`src/rtl/sram_port_pkg.sv`:
```
// sram_port_pkg: shared types for the SRAM port master and its response FIFO.
// Holds the controller state encoding. There are no ports.
package sram_port_pkg;
   typedef enum logic {S_INIT, S_RUN} state_t;
endpackage

```
`src/rtl/sram_rsp_fifo.sv`:
```
// sram_rsp_fifo: 2-entry read-response FIFO with occupancy count, no bypass.
// Ports: clk, rst_n (async active-low) | push_i/data_i write side |
//        pop_i/data_o read side | count_o occupancy (0..2).
module sram_rsp_fifo #(
   parameter int W = 32
) (
   input  logic         clk,
   input  logic         rst_n,
   input  logic         push_i,
   input  logic         pop_i,
   input  logic [W-1:0] data_i,
   output logic [W-1:0] data_o,
   output logic [1:0]   count_o
);
   logic [W-1:0] r_mem [2];
   logic         r_rd, r_wr;
   logic [1:0]   r_count;
   logic         w_push, w_pop;
   assign w_push  = push_i && r_count != 2'd2;
   assign w_pop   = pop_i && r_count != 2'd0;
   assign data_o  = r_mem[r_rd];
   assign count_o = r_count;
   always_ff @(posedge clk or negedge rst_n) begin
      if (!rst_n) begin
         r_mem[0] <= '0;
         r_mem[1] <= '0;
         r_rd     <= 1'b0;
         r_wr     <= 1'b0;
         r_count  <= 2'd0;
      end else begin
         if (w_push) begin
            r_mem[r_wr] <= data_i;
            r_wr        <= ~r_wr;
         end
         if (w_pop) r_rd <= ~r_rd;
         r_count <= r_count + {1'b0, w_push} - {1'b0, w_pop};
      end
   end
endmodule

```
`src/rtl/sram_port_master.sv`:
```
// sram_port_master: requester-side controller for one port of a 1-cycle-latency SRAM.
// Ports: clk, rst_n (async active-low) | req_* valid/ready request stream |
//        rsp_* valid/ready read-response stream | flush_i re-initialise pulse |
//        init_done_o high when serving requests | sram_* SRAM port strobes/data.
module sram_port_master
   import sram_port_pkg::*;
#(
   parameter int                    DATA_WIDTH = 32,
   parameter int                    DATA_DEPTH = 1024,
   parameter int                    BYTE_SIZE  = 8,
   parameter logic [DATA_WIDTH-1:0] INIT_VALUE = '0,
   localparam int                   ADDR_W     = $clog2(DATA_DEPTH),
   localparam int                   NB         = DATA_WIDTH / BYTE_SIZE
) (
   input  logic                  clk,
   input  logic                  rst_n,
   input  logic                  req_valid_i,
   output logic                  req_ready_o,
   input  logic [ADDR_W-1:0]     req_addr_i,
   input  logic [NB-1:0]         req_we_i,
   input  logic [DATA_WIDTH-1:0] req_wdata_i,
   output logic                  rsp_valid_o,
   input  logic                  rsp_ready_i,
   output logic [DATA_WIDTH-1:0] rsp_rdata_o,
   input  logic                  flush_i,
   output logic                  init_done_o,
   output logic                  sram_en_o,
   output logic [NB-1:0]         sram_we_o,
   output logic [ADDR_W-1:0]     sram_addr_o,
   output logic [DATA_WIDTH-1:0] sram_wdata_o,
   input  logic [DATA_WIDTH-1:0] sram_rdata_i
);
   typedef struct packed {
      logic [ADDR_W-1:0]     addr;
      logic [NB-1:0]         we;
      logic [DATA_WIDTH-1:0] wdata;
   } req_t;
   state_t                r_state, w_state_nxt;
   logic [ADDR_W-1:0]     r_init_ptr;
   logic                  r_flush_pending, r_inflight;
   logic [1:0]            w_count;
   logic [DATA_WIDTH-1:0] w_head;
   logic                  w_empty, w_accept, w_push, w_pop, w_last;
   logic [2:0]            w_occ;
   req_t                  w_req;
   assign w_req       = '{addr: req_addr_i, we: req_we_i, wdata: req_wdata_i};
   assign w_empty     = w_count == 2'd0;
   assign w_last      = r_init_ptr == ADDR_W'(DATA_DEPTH - 1);
   assign w_occ       = {1'b0, w_count} + {2'b00, r_inflight};
   // Ready depends only on registered state so consumer backpressure never
   // reaches the request side combinationally.
   assign req_ready_o = r_state == S_RUN && !r_flush_pending && w_occ < 3'd2;
   assign w_accept    = req_valid_i && req_ready_o;
   assign init_done_o = r_state == S_RUN;
   assign rsp_valid_o = !w_empty || r_inflight;
   // The FIFO head is always older than the in-flight word, so it goes first;
   // an in-flight word that the consumer does not take this cycle is parked.
   assign w_pop       = !w_empty && rsp_ready_i;
   assign w_push      = r_inflight && !(w_empty && rsp_ready_i);
   assign rsp_rdata_o = !w_empty ? w_head : r_inflight ? sram_rdata_i : '0;
   sram_rsp_fifo #(.W(DATA_WIDTH)) u_fifo (
      .clk     (clk),
      .rst_n   (rst_n),
      .push_i  (w_push),
      .pop_i   (w_pop),
      .data_i  (sram_rdata_i),
      .data_o  (w_head),
      .count_o (w_count)
   );
   // Sweep strobes are gated with rst_n so the port is quiet while reset is held.
   always_comb begin
      w_state_nxt  = r_state;
      sram_en_o    = 1'b0;
      sram_we_o    = '0;
      sram_addr_o  = w_req.addr;
      sram_wdata_o = w_req.wdata;
      if (r_state == S_INIT) begin
         sram_en_o    = rst_n;
         sram_we_o    = {NB{rst_n}};
         sram_addr_o  = r_init_ptr;
         sram_wdata_o = rst_n ? INIT_VALUE : '0;
         w_state_nxt  = w_last ? S_RUN : S_INIT;
      end else begin
         sram_en_o   = w_accept;
         sram_we_o   = w_accept ? w_req.we : '0;
         w_state_nxt = (r_flush_pending && !r_inflight && w_empty) ? S_INIT : S_RUN;
      end
   end
   always_ff @(posedge clk or negedge rst_n) begin
      if (!rst_n) begin
         r_state         <= S_INIT;
         r_init_ptr      <= '0;
         r_flush_pending <= 1'b0;
         r_inflight      <= 1'b0;
      end else begin
         r_state         <= w_state_nxt;
         r_init_ptr      <= (r_state == S_INIT && !w_last) ? r_init_ptr + 1'b1 : '0;
         r_inflight      <= w_accept && w_req.we == '0;
         r_flush_pending <= r_state == S_RUN && w_state_nxt == S_RUN && (r_flush_pending || flush_i);
         assert (w_occ <= 3'd2);
      end
   end
endmodule

```
`config.mk`:
```
export PLATFORM = sky130hd
export DESIGN_NAME = sram_port_master
export DESIGN_NICKNAME = d
export VERILOG_FILES = /design/src/rtl/sram_port_pkg.sv /design/src/rtl/sram_rsp_fifo.sv /design/src/rtl/sram_port_master.sv
export SDC_FILE = /design/constraint.sdc
export NUM_CORES = 1
export LEC_CHECK = 0
export ABC_AREA = 1
export ABC_CLOCK_PERIOD_IN_PS = 2000
export CORE_ASPECT_RATIO = 1.75
export CORE_UTILIZATION = 35
export DETAILED_ROUTE_END_ITERATION = 7
export HOLD_SLACK_MARGIN = 0.15
export PLACE_DENSITY = 0.76
export SYNTH_ARGS = -nofsm -noshare
export SYNTH_HDL_FRONTEND = slang
export SYNTH_SLANG_ARGS = --single-unit
```
`constraint.sdc`:
```
create_clock -name clk -period 2 [get_ports clk]
set_input_delay 0.4 -clock clk [delete_from_list [all_inputs] [get_ports clk]]
set_output_delay 0.4 -clock clk [all_outputs]
set_load 0.03 [all_outputs]
```
==> flow_metrics.env <==
export IMPL_grt_max_degree=82
export IMPL_dr_first_iter_drc_count=277
export IMPL_start_util_pct=36.3
export IMPL_skew_ns=0.00476
export IMPL_dp_hpwl_mm=8.73
export IMPL_postSynthCellCount=585
export IMPL_synth_edf_count=0
export IMPL_synth_seq_cells=81
export IMPL_ys_flop_type="dfrtp_1"
export IMPL_rows=54
export IMPL_setup_viol_count_final=21
export IMPL_ant_nets=0
export IMPL_register_area_sq_um=2030
export IMPL_worstSetupPathType="register to output pin"
export IMPL_final_cells=931
export IMPL_routedWlPerCell_microns=13.3
export IMPL_synth_top_cell_area_share_pct=44.5
export IMPL_grt_busiest_layer="met2"
export IMPL_drive_gt1_share_pct=30.5
export IMPL_multi_input_area_sq_um=2150
export IMPL_crit_path_max_fanout=7
export IMPL_ys_warn_count=0
export IMPL_timing_max_cap_violations=0
export IMPL_grt_usage_pct=18.3
export IMPL_tightest_slew_ns=0.439
export IMPL_synth_cell_area_sq_um=4560
export IMPL_r2r_slack_ns=0.28
export IMPL_avgViaCountPerCell=4.58
export IMPL_grt_pass1_vias=3992
export IMPL_grt_pass1_wl_mm=19.3
export IMPL_grtUsageMet3_pct=2.70
export IMPL_fmax_mhz=490
export IMPL_nFillCells=1202
export IMPL_synth_cell_types=25
export IMPL_synth_xor_area_share_pct=1.15
export IMPL_avgSynthCellArea_sq_um=7.79
export IMPL_dr_pass1_iters=4
export IMPL_cp_required_ns=1.60
export IMPL_dp_cells=905
export IMPL_crit_path_end_kind="output pin"
export IMPL_drt_wl_total_mm=12.4
export IMPL_grt_antenna_before_repair=0
export IMPL_synthSimpleGateAreaFrac_pct=20.5
export IMPL_rsz0062_at_grt="yes"
export IMPL_status="complete, but fails checks"
export IMPL_setup_ws_ns=-0.0392
export IMPL_syn_num_nets=671
export IMPL_synth_fa_ha_area_share_pct=0.824
export IMPL_clockRootBuffer="clkbuf_16"
export IMPL_route_detailed_drc=0
export IMPL_synth_top_family_by_area="compound AO/OA/AOI/OAI gates"
export IMPL_cts_sinks=81
export IMPL_synth_compound_area_share_pct=21.1
export IMPL_htreeDepth=3
export IMPL_worst_setup_path_start_kind="register"
export IMPL_maxSlewHeadroom_pct=70.7
export IMPL_dieArea_sq_um=13500
export IMPL_clk_pin_slew_ns=0.06
export IMPL_placeableCoreArea_sq_um=12600
export IMPL_yosys_top_cells_area="dfrtp_1, o21ai_2, nand2_1"
export IMPL_period_minus_slack_ns=2.04
export IMPL_drv_slew=0
export IMPL_gp_congestion=0.775
export IMPL_cts_tree="built"
export IMPL_synth_most_common_cell="nand2_1"
export IMPL_synthArstFlopShare_pct=100
export IMPL_yosys_top_cells_count="nand2_1, inv_1, dfrtp_1, nor2_1, o21ai_0"
export IMPL_grt_remaining_overflow=0
export IMPL_finalHoldViolCount=0
export IMPL_synth_top_area_cell="dfrtp_1"
export IMPL_clkLatencyLatePin_ns=0.34
export IMPL_cts_buffer_depth=2
export IMPL_power_uw=6800
export IMPL_antenna_cells=0
export IMPL_p_per_area_nw_per_um2=994
export IMPL_ys_seq_area_share_pct=44.5
export IMPL_met1_usage_pct=21.2
export IMPL_cts_buffers=9
export IMPL_p_leak_uw=0.00355
export IMPL_final_nets=844
export IMPL_hold_buffers=0
export IMPL_ir_drop_v=0.000785
export IMPL_met2_usage_pct=32.1
export IMPL_dieWidth_microns=88.2
export IMPL_violations="negative setup slack"
export IMPL_io_pins=165
export IMPL_portBuffers=164
export IMPL_synth_mux_area_share_pct=0
export IMPL_vias=4265
export IMPL_finalCritPeriodShare_pct=102
export IMPL_area_delta_synth_final_pct=50.1
export IMPL_min_path_type="primary input to asynchronous set/reset pin"
export IMPL_die_y_microns=153
export IMPL_arrival_ns=1.64
==> per-stage QoR <==
step           utilization (%)  worst slack (ns)  setup TNS [ns]  cell area, sq um  hold slack, ns
2_1_floorplan                -           -0.0359          -0.969              4600           0.104
3_3_place_gp              49.7             0.149               0              6250           0.457
3_5_place_dp              49.7             0.136               0              6250           0.462
4_1_cts                   52.4         -0.000817       -0.000817              6590           0.171
5_1_grt                   54.4           -0.0951           -2.55              6840           0.179
6_report                  54.4           -0.0392          -0.310              6840           0.148
==> path summary, 6_finish.rpt <==
kind,start,cells after the start,end
max reg2reg,u_fifo.count_o[0],8,u_fifo.count_o[1]
min,rst_n,2,u_fifo.r_mem[10]
min in group clk,u_fifo.r_mem[0],2,u_fifo.r_mem[0]
min reg2reg,u_fifo.r_mem[0],2,u_fifo.r_mem[0]
max,u_fifo.count_o[0],7,rsp_rdata_o[12]
max in group asynchronous,rst_n,2,r_inflight
==> cells by family (layout without fill, tap and decap cells) <==
group / count (synthesis) / in the layout
compound gates: 142 / 142
fa+ha+maj: 3 / 3
flops: 81 / 81
simple gates: 236 / 236
xor+xnor: 6 / 6
buf+inv: 117 / 295
==> timing repair <==
item	in CTS	in global routing
gates cloned	0	4
endpoints found under the setup margin	36	78
buffers inserted	2	4
gates resized for setup	33	70
pin swaps	0	7
==> area by class of cell <==
type | count | area share, %
multi-input combinational | 387 | 31.5
sequential | 81 | 29.7
timing repair buffer | 193 | 26.7
inverter | 86 | 4.72
clock buffer | 14 | 4.15
tap | 168 | 3.07
clock inverter | 2 | 0.146
==> state kept, by name, summed over array words and instances (netlist names) <==
signal           flops
u_fifo.r_mem        64
u_fifo.r_rd          1
r_flush_pending      1
u_fifo.count_o       2
r_inflight           1
r_init_ptr          10
init_done_o          1
u_fifo.r_wr          1
==> power breakdown <==
part	internal, uW	switching, uW
clock	972	614
sequential	1680	44.9
combinational	1460	2020
total	4110	2680
==> layout by cell type, fill, tap and decap left out <==
cell type	synthesis	final
nand2_1	136	131
buf_4	0	94
inv_1	86	86
clkdlybuf4s50_1	0	81
dfrtp_1	81	78
o21ai_2	64	72
nor2_1	81	64
o21ai_1	1	46
o21ai_0	75	19
clkbuf_16	0	12
nor2_2	1	11
nand3_1	9	9
nor2_4	1	8
buf_12	0	8
buf_6	12	5
nand2_2	1	4
o21ai_4	1	4
xor2_1	4	4
nand2_4	2	4
clkbuf_8	0	4
nor3_1	3	3
ha_1	3	3
dfrtp_2	0	3
xnor2_1	2	2
clkinv_2	0	2
a21oi_1	1	1
nor3b_1	1	1
nand3b_1	1	1
clkbuf_1	8	1
buf_2	6	1
buf_8	0	1
==> routing by layer <==
layer	share of wire [%]	wire length (microns)	vias to the layer above
met3	4.4	539	32
met4	3.4	420	0
met2	55	6760	107
met5	0	0	-
met1	38	4670	1954
li1	-	-	2172
==> worst max-delay path, cell delays in order (launching register included) <==
cell and delay [ns]:
dfrtp_2 0.43, nor2_4 0.17, buf_12 0.16, clkbuf_16 0.16
nor2_4 0.03, o21ai_1 0.08, o21ai_1 0.09, buf_4 0.17
Note: power is estimated with default switching activity, not from simulation.
